==> src/rtl/dmem_pkg.sv <==
// Shared types for the data-memory access unit: size codes,
// FSM state encoding and the byte-enable generator.
`timescale 1ns/1ps
package dmem_pkg;

   localparam logic [1:0] SIZE_BYTE = 2'b00;
   localparam logic [1:0] SIZE_HALF = 2'b01;
   localparam logic [1:0] SIZE_WORD = 2'b10;

   typedef enum logic [1:0] {
      IDLE = 2'b00,
      REQ  = 2'b01,
      WAIT = 2'b10,
      DONE = 2'b11
   } dmem_state_e;

   // off is the already-aligned byte offset inside the word
   function automatic logic [3:0] be_gen(
      input logic [1:0] size,
      input logic [1:0] off
   );
      logic [3:0] be;
      case (size)
         SIZE_BYTE: be = 4'b0001 << off;
         SIZE_HALF: be = 4'b0011 << {off[1], 1'b0};
         default:   be = 4'b1111;
      endcase
      return be;
   endfunction

endpackage

==> src/rtl/dmem_align.sv <==
// Lane steering: store-data replication across byte lanes and
// load-data extraction with sign/zero extension.
`timescale 1ns/1ps
module dmem_align
   import dmem_pkg::*;
(
   input  logic [1:0]  st_size,
   input  logic [31:0] st_wdata,
   input  logic [1:0]  ld_size,
   input  logic        ld_unsigned,
   input  logic [1:0]  ld_off,
   input  logic [31:0] rdata,
   output logic [31:0] wdata_rep,
   output logic [31:0] rdata_ext
);

   logic [31:0] shifted;

   always_comb begin
      wdata_rep = st_wdata;
      case (st_size)
         SIZE_BYTE: wdata_rep = {4{st_wdata[7:0]}};
         SIZE_HALF: wdata_rep = {2{st_wdata[15:0]}};
         default:   wdata_rep = st_wdata;
      endcase
   end

   always_comb begin
      shifted   = rdata >> {ld_off, 3'b000};
      rdata_ext = shifted;
      case (ld_size)
         SIZE_BYTE: begin
            if (ld_unsigned)
               rdata_ext = {24'h000000, shifted[7:0]};
            else
               rdata_ext = {{24{shifted[7]}}, shifted[7:0]};
         end
         SIZE_HALF: begin
            if (ld_unsigned)
               rdata_ext = {16'h0000, shifted[15:0]};
            else
               rdata_ext = {{16{shifted[15]}}, shifted[15:0]};
         end
         default: rdata_ext = shifted;
      endcase
   end

endmodule

==> src/rtl/dmem_access_unit.sv <==
// Load/store engine between MEM stage and the req/gnt/rvalid data bus.
// Optional DMEM_MISALIGN_TRAP_EN: trap misaligned half/word accesses.
`timescale 1ns/1ps
module dmem_access_unit
   import dmem_pkg::*;
#(
   parameter int ADDR_W = 32
) (
   input  logic              i_clk,
   input  logic              i_rst_n,
   input  logic              i_mem_read,
   input  logic              i_mem_write,
   input  logic [1:0]        i_d_size,
   input  logic              i_d_unsigned,
   input  logic [ADDR_W-1:0] i_addr,
   input  logic [31:0]       i_wdata,
   output logic              o_stall,
   output logic [31:0]       o_rdata,
   output logic              o_misaligned,
   output logic              o_dmem_req,
   output logic              o_dmem_we,
   output logic [3:0]        o_dmem_be,
   output logic [ADDR_W-1:0] o_dmem_addr,
   output logic [31:0]       o_dmem_wdata,
   input  logic              i_dmem_gnt,
   input  logic              i_dmem_rvalid,
   input  logic [31:0]       i_dmem_rdata
);

   dmem_state_e state;

   logic        r_we;
   logic [1:0]  r_size;
   logic        r_uns;
   logic [1:0]  r_off;
   logic        mis_q;

   logic        req_any;
   logic [1:0]  size_n;
   logic [1:0]  off_n;
   logic        misal;
   logic [31:0] wdata_rep;
   logic [31:0] rdata_ext;

   always_comb begin
      req_any = i_mem_read | i_mem_write;
      size_n  = (i_d_size == 2'b11) ? SIZE_WORD : i_d_size;
      off_n   = i_addr[1:0];
      misal   = 1'b0;
      case (size_n)
         SIZE_HALF: begin
            off_n = {i_addr[1], 1'b0};
`ifdef DMEM_MISALIGN_TRAP_EN
            misal = i_addr[0];
`endif
         end
         SIZE_WORD: begin
            off_n = 2'b00;
`ifdef DMEM_MISALIGN_TRAP_EN
            misal = |i_addr[1:0];
`endif
         end
         default: off_n = i_addr[1:0];
      endcase
   end

   assign o_stall      = req_any && (state != DONE);
   assign o_misaligned = mis_q;

   dmem_align u_align (
      .st_size     (size_n),
      .st_wdata    (i_wdata),
      .ld_size     (r_size),
      .ld_unsigned (r_uns),
      .ld_off      (r_off),
      .rdata       (i_dmem_rdata),
      .wdata_rep   (wdata_rep),
      .rdata_ext   (rdata_ext)
   );

   always_ff @(posedge i_clk or negedge i_rst_n) begin
      if (!i_rst_n) begin
         state        <= IDLE;
         r_we         <= 1'b0;
         r_size       <= SIZE_BYTE;
         r_uns        <= 1'b0;
         r_off        <= 2'b00;
         mis_q        <= 1'b0;
         o_rdata      <= '0;
         o_dmem_req   <= 1'b0;
         o_dmem_we    <= 1'b0;
         o_dmem_be    <= '0;
         o_dmem_addr  <= '0;
         o_dmem_wdata <= '0;
      end else begin
         unique case (state)
            IDLE: begin
               if (req_any) begin
                  r_we    <= i_mem_write;
                  r_size  <= size_n;
                  r_uns   <= i_d_unsigned;
                  r_off   <= off_n;
                  o_rdata <= '0;
                  if (misal) begin
                     // trapped access never reaches the bus
                     mis_q <= 1'b1;
                     state <= DONE;
                  end else begin
                     o_dmem_req   <= 1'b1;
                     o_dmem_we    <= i_mem_write;
                     o_dmem_be    <= be_gen(size_n, off_n);
                     o_dmem_addr  <= {i_addr[ADDR_W-1:2], 2'b00};
                     o_dmem_wdata <= wdata_rep;
                     state        <= REQ;
                  end
               end
            end
            REQ: begin
               if (i_dmem_gnt) begin
                  o_dmem_req <= 1'b0;
                  state      <= r_we ? DONE : WAIT;
               end
            end
            WAIT: begin
               if (i_dmem_rvalid) begin
                  o_rdata <= rdata_ext;
                  state   <= DONE;
               end
            end
            DONE: begin
               mis_q   <= 1'b0;
               o_rdata <= '0;
               state   <= IDLE;
            end
         endcase
      end
   end

endmodule

==> config.mk <==
export PLATFORM = sky130hd
export DESIGN_NAME = dmem_access_unit
export DESIGN_NICKNAME = d
export VERILOG_FILES = /design/src/rtl/dmem_pkg.sv /design/src/rtl/dmem_align.sv /design/src/rtl/dmem_access_unit.sv
export SDC_FILE = /design/constraint.sdc
export NUM_CORES = 1
export LEC_CHECK = 0
export ABC_AREA = 1
export CAP_MARGIN = 15
export CELL_PAD_IN_SITES_DETAIL_PLACEMENT = 1
export CELL_PAD_IN_SITES_GLOBAL_PLACEMENT = 1
export CORE_UTILIZATION = 33
export DETAILED_ROUTE_END_ITERATION = 7
export PLACE_DENSITY = 0.93
export RECOVER_POWER = 100
export SYNTH_ARGS = -nofsm -noshare
export SYNTH_HDL_FRONTEND = slang
export SYNTH_SLANG_ARGS = --single-unit
==> constraint.sdc <==
create_clock -name i_clk -period 3.1 [get_ports i_clk]
set_clock_uncertainty 0.15 [all_clocks]
set_input_delay 0.465 -clock i_clk [delete_from_list [all_inputs] [get_ports i_clk]]
set_output_delay 0.465 -clock i_clk [all_outputs]
set_load 0.03 [all_outputs]
-- Yosys cells after proc, flatten, opt, wreduce, memory -nomap -nowiden
Cells that the tools add are included.
- flip-flop bits (word level): 107
- latch bits: 0
- memory bits (writable): 0
- memory bits (read-only): 0
- logic and storage cells: 53
- memories: 0
- add/subtract/negate cells: 0
- multipliers: 0
- divide/modulo/power cells: 0
- $lt $le $gt $ge: 0
- eq/ne operators: 11
- shift operators: 3
- multiplexer cells: 18
- bitwise logic cells: 1
- reductions and logical operators: 10
- operator list (kind ; number):
    2-to-1 mux 32 bit ; 4
    one-hot mux 32 bit (2 select lines) ; 2
    one-hot mux 32 bit (3 select lines) ; 1
    right shift 32 x 5 -> 32 bit ; 1
    AND reduction 3 bit ; 3
    equality test 2 bit, second input constant ; 4
    2-to-1 mux 2 bit ; 4
    inequality test 2 bit, second input constant ; 4
    one-hot mux 2 bit (4 select lines) ; 1
    one-hot mux 4 bit (2 select lines) ; 1
    equality test 2 x 1 -> 1 bit, second input constant ; 3
    logical NOT 2 bit ; 3
    one-hot mux 2 bit (2 select lines) ; 1
    << shifter 1 x 2 -> 4 bit, first input constant ; 1
    << shifter 2 x 2 -> 4 bit, first input constant ; 1
    2-to-1 mux 1 bit ; 3
    nonzero test 3 bit ; 1
    one-hot mux 1 bit (2 select lines) ; 1
    AND reduction 2 bit ; 1
    nonzero test 2 bit ; 1
    logical AND 1 bit ; 1
    OR 1 bit ; 1

-- Longest topological paths before layout
- word-level depth: 6
- gate-level depth with buffers: 10

-- Modules after synthesis
Synthesis repeated with hierarchy kept, for this count alone.
- cell total of the unflattened synthesis: 730
- area total of the unflattened synthesis: 5655.4 um2
- modules (own cells, without submodules) (module ; instances ; cells an instance ; area an instance (um2) ; sequential area each (um2)):
    dmem_access_unit ; 1 ; 497 ; 4377.9 ; 2677.6
    dmem_align ; 1 ; 233 ; 1277.5 ; 0.0

-- Least setup slack after synthesis
No wires, ideal clock.
- path kind: reg2out
- start point: register state[0]
- end point: output port o_stall
- data arrival time: 1.025 ns
- slack: 1.460 ns
- stages on the path, launching flop included: 3
- path buffers: 0
- path through: dfrtp_1 > ha_1 > nor2_1
- longest elaborated chain between the ends: 2
- RTL lines (element ; line ; source):
    start: declaration ; dmem_access_unit.sv:30 ; dmem_state_e state;
    start signal: assignment ; dmem_access_unit.sv:121 ; state <= r_we ? DONE : WAIT;
    inequality test 2 bit ; dmem_access_unit.sv:67 ; assign o_stall = req_any && (state != DONE);
    logical AND 1 bit ; dmem_access_unit.sv:67 ;
    end: declaration ; dmem_access_unit.sv:17 ; output logic o_stall,
Every way passes these cells.

-- Final worst setup path
- start point: register r_off[1]
- end point: register o_rdata[19]
- longest elaborated chain between the ends: 5
- RTL lines (element ; line ; source):
    start: declaration ; dmem_access_unit.sv:35 ; logic [1:0] r_off;
    start signal: assignment ; dmem_access_unit.sv:102 ; r_off <= off_n;
    right shift 32 x 5 -> 32 bit (*) ; dmem_align.sv:29 ; shifted = rdata >> {ld_off, 3'b000};
    2-to-1 mux 32 bit, on equally long branches ; dmem_align.sv:39, dmem_align.sv:33 ;
    one-hot mux 32 bit (2 select lines) (*) ; dmem_align.sv:31 ; case (ld_size)
    2-to-1 mux 32 bit (*) ; dmem_access_unit.sv:125 ; if (i_dmem_rvalid) begin
    one-hot mux 32 bit (3 select lines) (*) ; dmem_access_unit.sv:96 ; unique case (state)
    end signal: assignment ; dmem_access_unit.sv:126 ; o_rdata <= rdata_ext;
    end: declaration ; dmem_access_unit.sv:18 ; output logic [31:0] o_rdata,
Mark *: on every way between the ends. The rest lies on a longest branch, timed or not. The select of a mux whose other input is x is not followed.
A chain may end at the register's enable or synchronous reset.

==> metrics.yaml <==
grt_util_all_layers_pct: 23.4
cpMostUsedCell: "nand3_4"
grt_pass1_vias: 5678
path_buf_inv: 1
pwr_density_cell_nw_per_um2: 1040
critPathLaunchType: "register"
fp.coreArea_um2: 15400
cts_sinks: 107
worst_slack_ns: 0.515
dieArea_um2: 16500
crit_chain: "inv_1, nand3_1, nand3_4, nand3_4, nand2_1, nand2_2"
finalSetupViolations: 0
fin_nets: 975
drv_cap: 1
worst_slew_pin_slew_ns: 1.54
hold_slack_ns: 0.329
synth.most_common_cell: "nand2_1"
hold_buffers: 0
rsz0062_at_grt: "no"
wl_per_cell_um: 17.1
routed_wl_mm: 18.6
reg2reg_to: "o_rdata[19]"
synth-seq-cells: 107
setup_tns_ns: 0
power.leakage_nw: 3.89
drtAntennaViolNets: 0
cts_setup_buffers: 0
fin_crit_ns: 2.59
synth_top_area_share_pct: 50.8
synth-main-ff-cell: "dfrtp_1"
grt_max_degree: 108
antenna_cells: 0
path_class: "reg -> reg"
cts.repair.resized: 0
peakVddDrop_mv: 0.528
rr_worst_depth: 6
path_max_fanout: 31
ys_seq_area_share_pct: 50.8
drive_above_1_share_pct: 5.28
critPathSlowestCell: "inv_1"
slowest_delay_ns: 0.76
fp-row-count: 45
post_synth.cell_area_avg_um2: 7.74
die_w_um: 128
path_clk_slew_ns: 0.08
drcViolationCount: 0
period_share_pct: 83.4
cts_tree: "built"
yosys.area.top_type: "dfrtp_1"
worstHoldPathType: "reg -> reg"
gp_congestion: 0.825
grt_pass1_wl_mm: 29.6
clock_latency_ns: 0.35
htreeDepth: 3
critPathCaptureType: "register"
ys_async_sr_fraction_pct: 100
hold_viol: 0
arrival_ns: 2.67
io_pins: 209
io_buffers: 205
clk_path_buf_depth: 2
synth-edff-count: 0
cts-buffers-inserted: 9
dp_slack_ns: 0.610
vias: 5289
viasPerCell: 4.89
hpwl_mm: 13.6
start_util_pct: 34.3
drtIter0Drc: 225
reg2reg_slack_ns: 0.51
cp.required_ns: 3.19
fin_util_pct: 49.8
fmax_ghz: 0.387
violations: "capacitance limit, slew limit"
syn_area_um2: 5270
outcome: "complete, but fails checks"
crit_family: "simple AND/OR/NAND/NOR gates"
rr_startpoint: "r_off[1]"
min_from: "o_dmem_addr[27]"
die_h_um: 128
antenna_found_initial: 0
ys_warn_count: 0
yosys.cell_types.count: 29
slew_headroom_pct: -2.59
synth_area_leaders: "dfrtp_1 (51%), nand2_1 (21%), o21ai_0 (5.7%), nand3_1 (3.2%), a21oi_1 (3.0%)"
whs_endpoint: "o_dmem_addr[27]"
synth.top_cells.by_count: "nand2_1 (299), dfrtp_1 (107), o21ai_0 (60)"
cts_root_buffer: "clkbuf_16"
drtPass1Iterations: 4
syn2layout_area_growth_pct: 45.4
maxSlewViolCount: 108
grt_overflow: 0
netlist_instances: 681
worstHoldPathCells: 2
logic make-up after synthesis:
logic type | count (synthesis) | synth area share (%)
buffers and inverters | 72 | 7.15
and+or+nand+nor | 395 | 31.2
DFF | 107 | 50.8
adders and majority gates | 4 | 0.950
AOI/OAI and AO/OA | 102 | 9.81
other | 1 | 0.0712
power by group:
part,switching (mW),internal [mW],leakage [nW]
Sequential,0.392,2.00,1.36
Clock,0.557,0.634,0.141
Combinational,2.95,1.46,2.38
area by class of cell:
| cell class | instances | area (um^2) |
|---|---|---|
| Inverter | 30 | 120 |
| Tap cell | 211 | 264 |
| Clock buffer | 11 | 233 |
| Multi-Input combinational cell | 504 | 2200 |
| Clock inverter | 5 | 60.1 |
| Fill cell | 1852 | 7710 |
| Sequential cell | 107 | 2680 |
| Timing Repair Buffer | 214 | 2100 |
layer usage:
layer | wire, um | vias to the layer above | GRT usage [%]
met5 | 0 | - | 0
met1 | 7470 | 2588 | 26.9
met3 | 1490 | 17 | 6.74
met2 | 9360 | 181 | 42.3
li1 | - | 2503 | -
met4 | 227 | 0 | 6.51
metrics by stage:
step	total power, mW	instance area [um^2]	std cells
CTS	8.37	7720	1082
global placement	6.94	7420	1066
global route	8.56	7660	1082
finish	7.99	7660	1082
detailed placement	7.13	7420	1066
floorplan	5.31	5280	683
worst register-to-register path, delay by kind of cell (launching register included):
kind          cells  cell delay (ns)
buf+inv           1             0.76
simple gates      5             0.96
flops             1             0.60
worst max path at each step:
stage | cells after the start | end | slack, ns | startpoint
4_1_cts | 4 | o_stall | 0.61 | i_mem_write
5_1_grt | 6 | o_rdata[19] | 0.33 | r_off[1]
6_report | 6 | o_rdata[19] | 0.51 | r_off[1]
3_5_place_dp | 4 | o_stall | 0.61 | i_mem_write
3_3_place_gp | 4 | o_stall | 0.63 | i_mem_write
2_1_floorplan | 2 | o_stall | 1.46 | state[0]
placed cells by master, fill, tap and decap left out, types with 2 or more instances in the layout:
master	instances
clkbuf_16	9
clkbuf_2	2
dfrtp_1	107
nand3_4	2
a21oi_1	32
inv_6	2
dlygate4sd3_1	101
clkbuf_4	2
conb_1	3
o21ai_1	2
clkbuf_1	4
ha_1	4
nand2_2	15
nand2_1	304
o21ai_0	66
buf_4	4
clkdlybuf4s50_1	103
nand3_1	36
inv_1	28
nor2_1	32
flip-flops by register name (all words and copies together), names as in the netlist, 2 cells and up:
register / cells
o_rdata: 32
r_size: 2
o_dmem_wdata: 32
state: 2
r_off: 2
o_dmem_addr: 30
o_dmem_be: 4
Note: power is estimated with default switching activity, not from simulation.
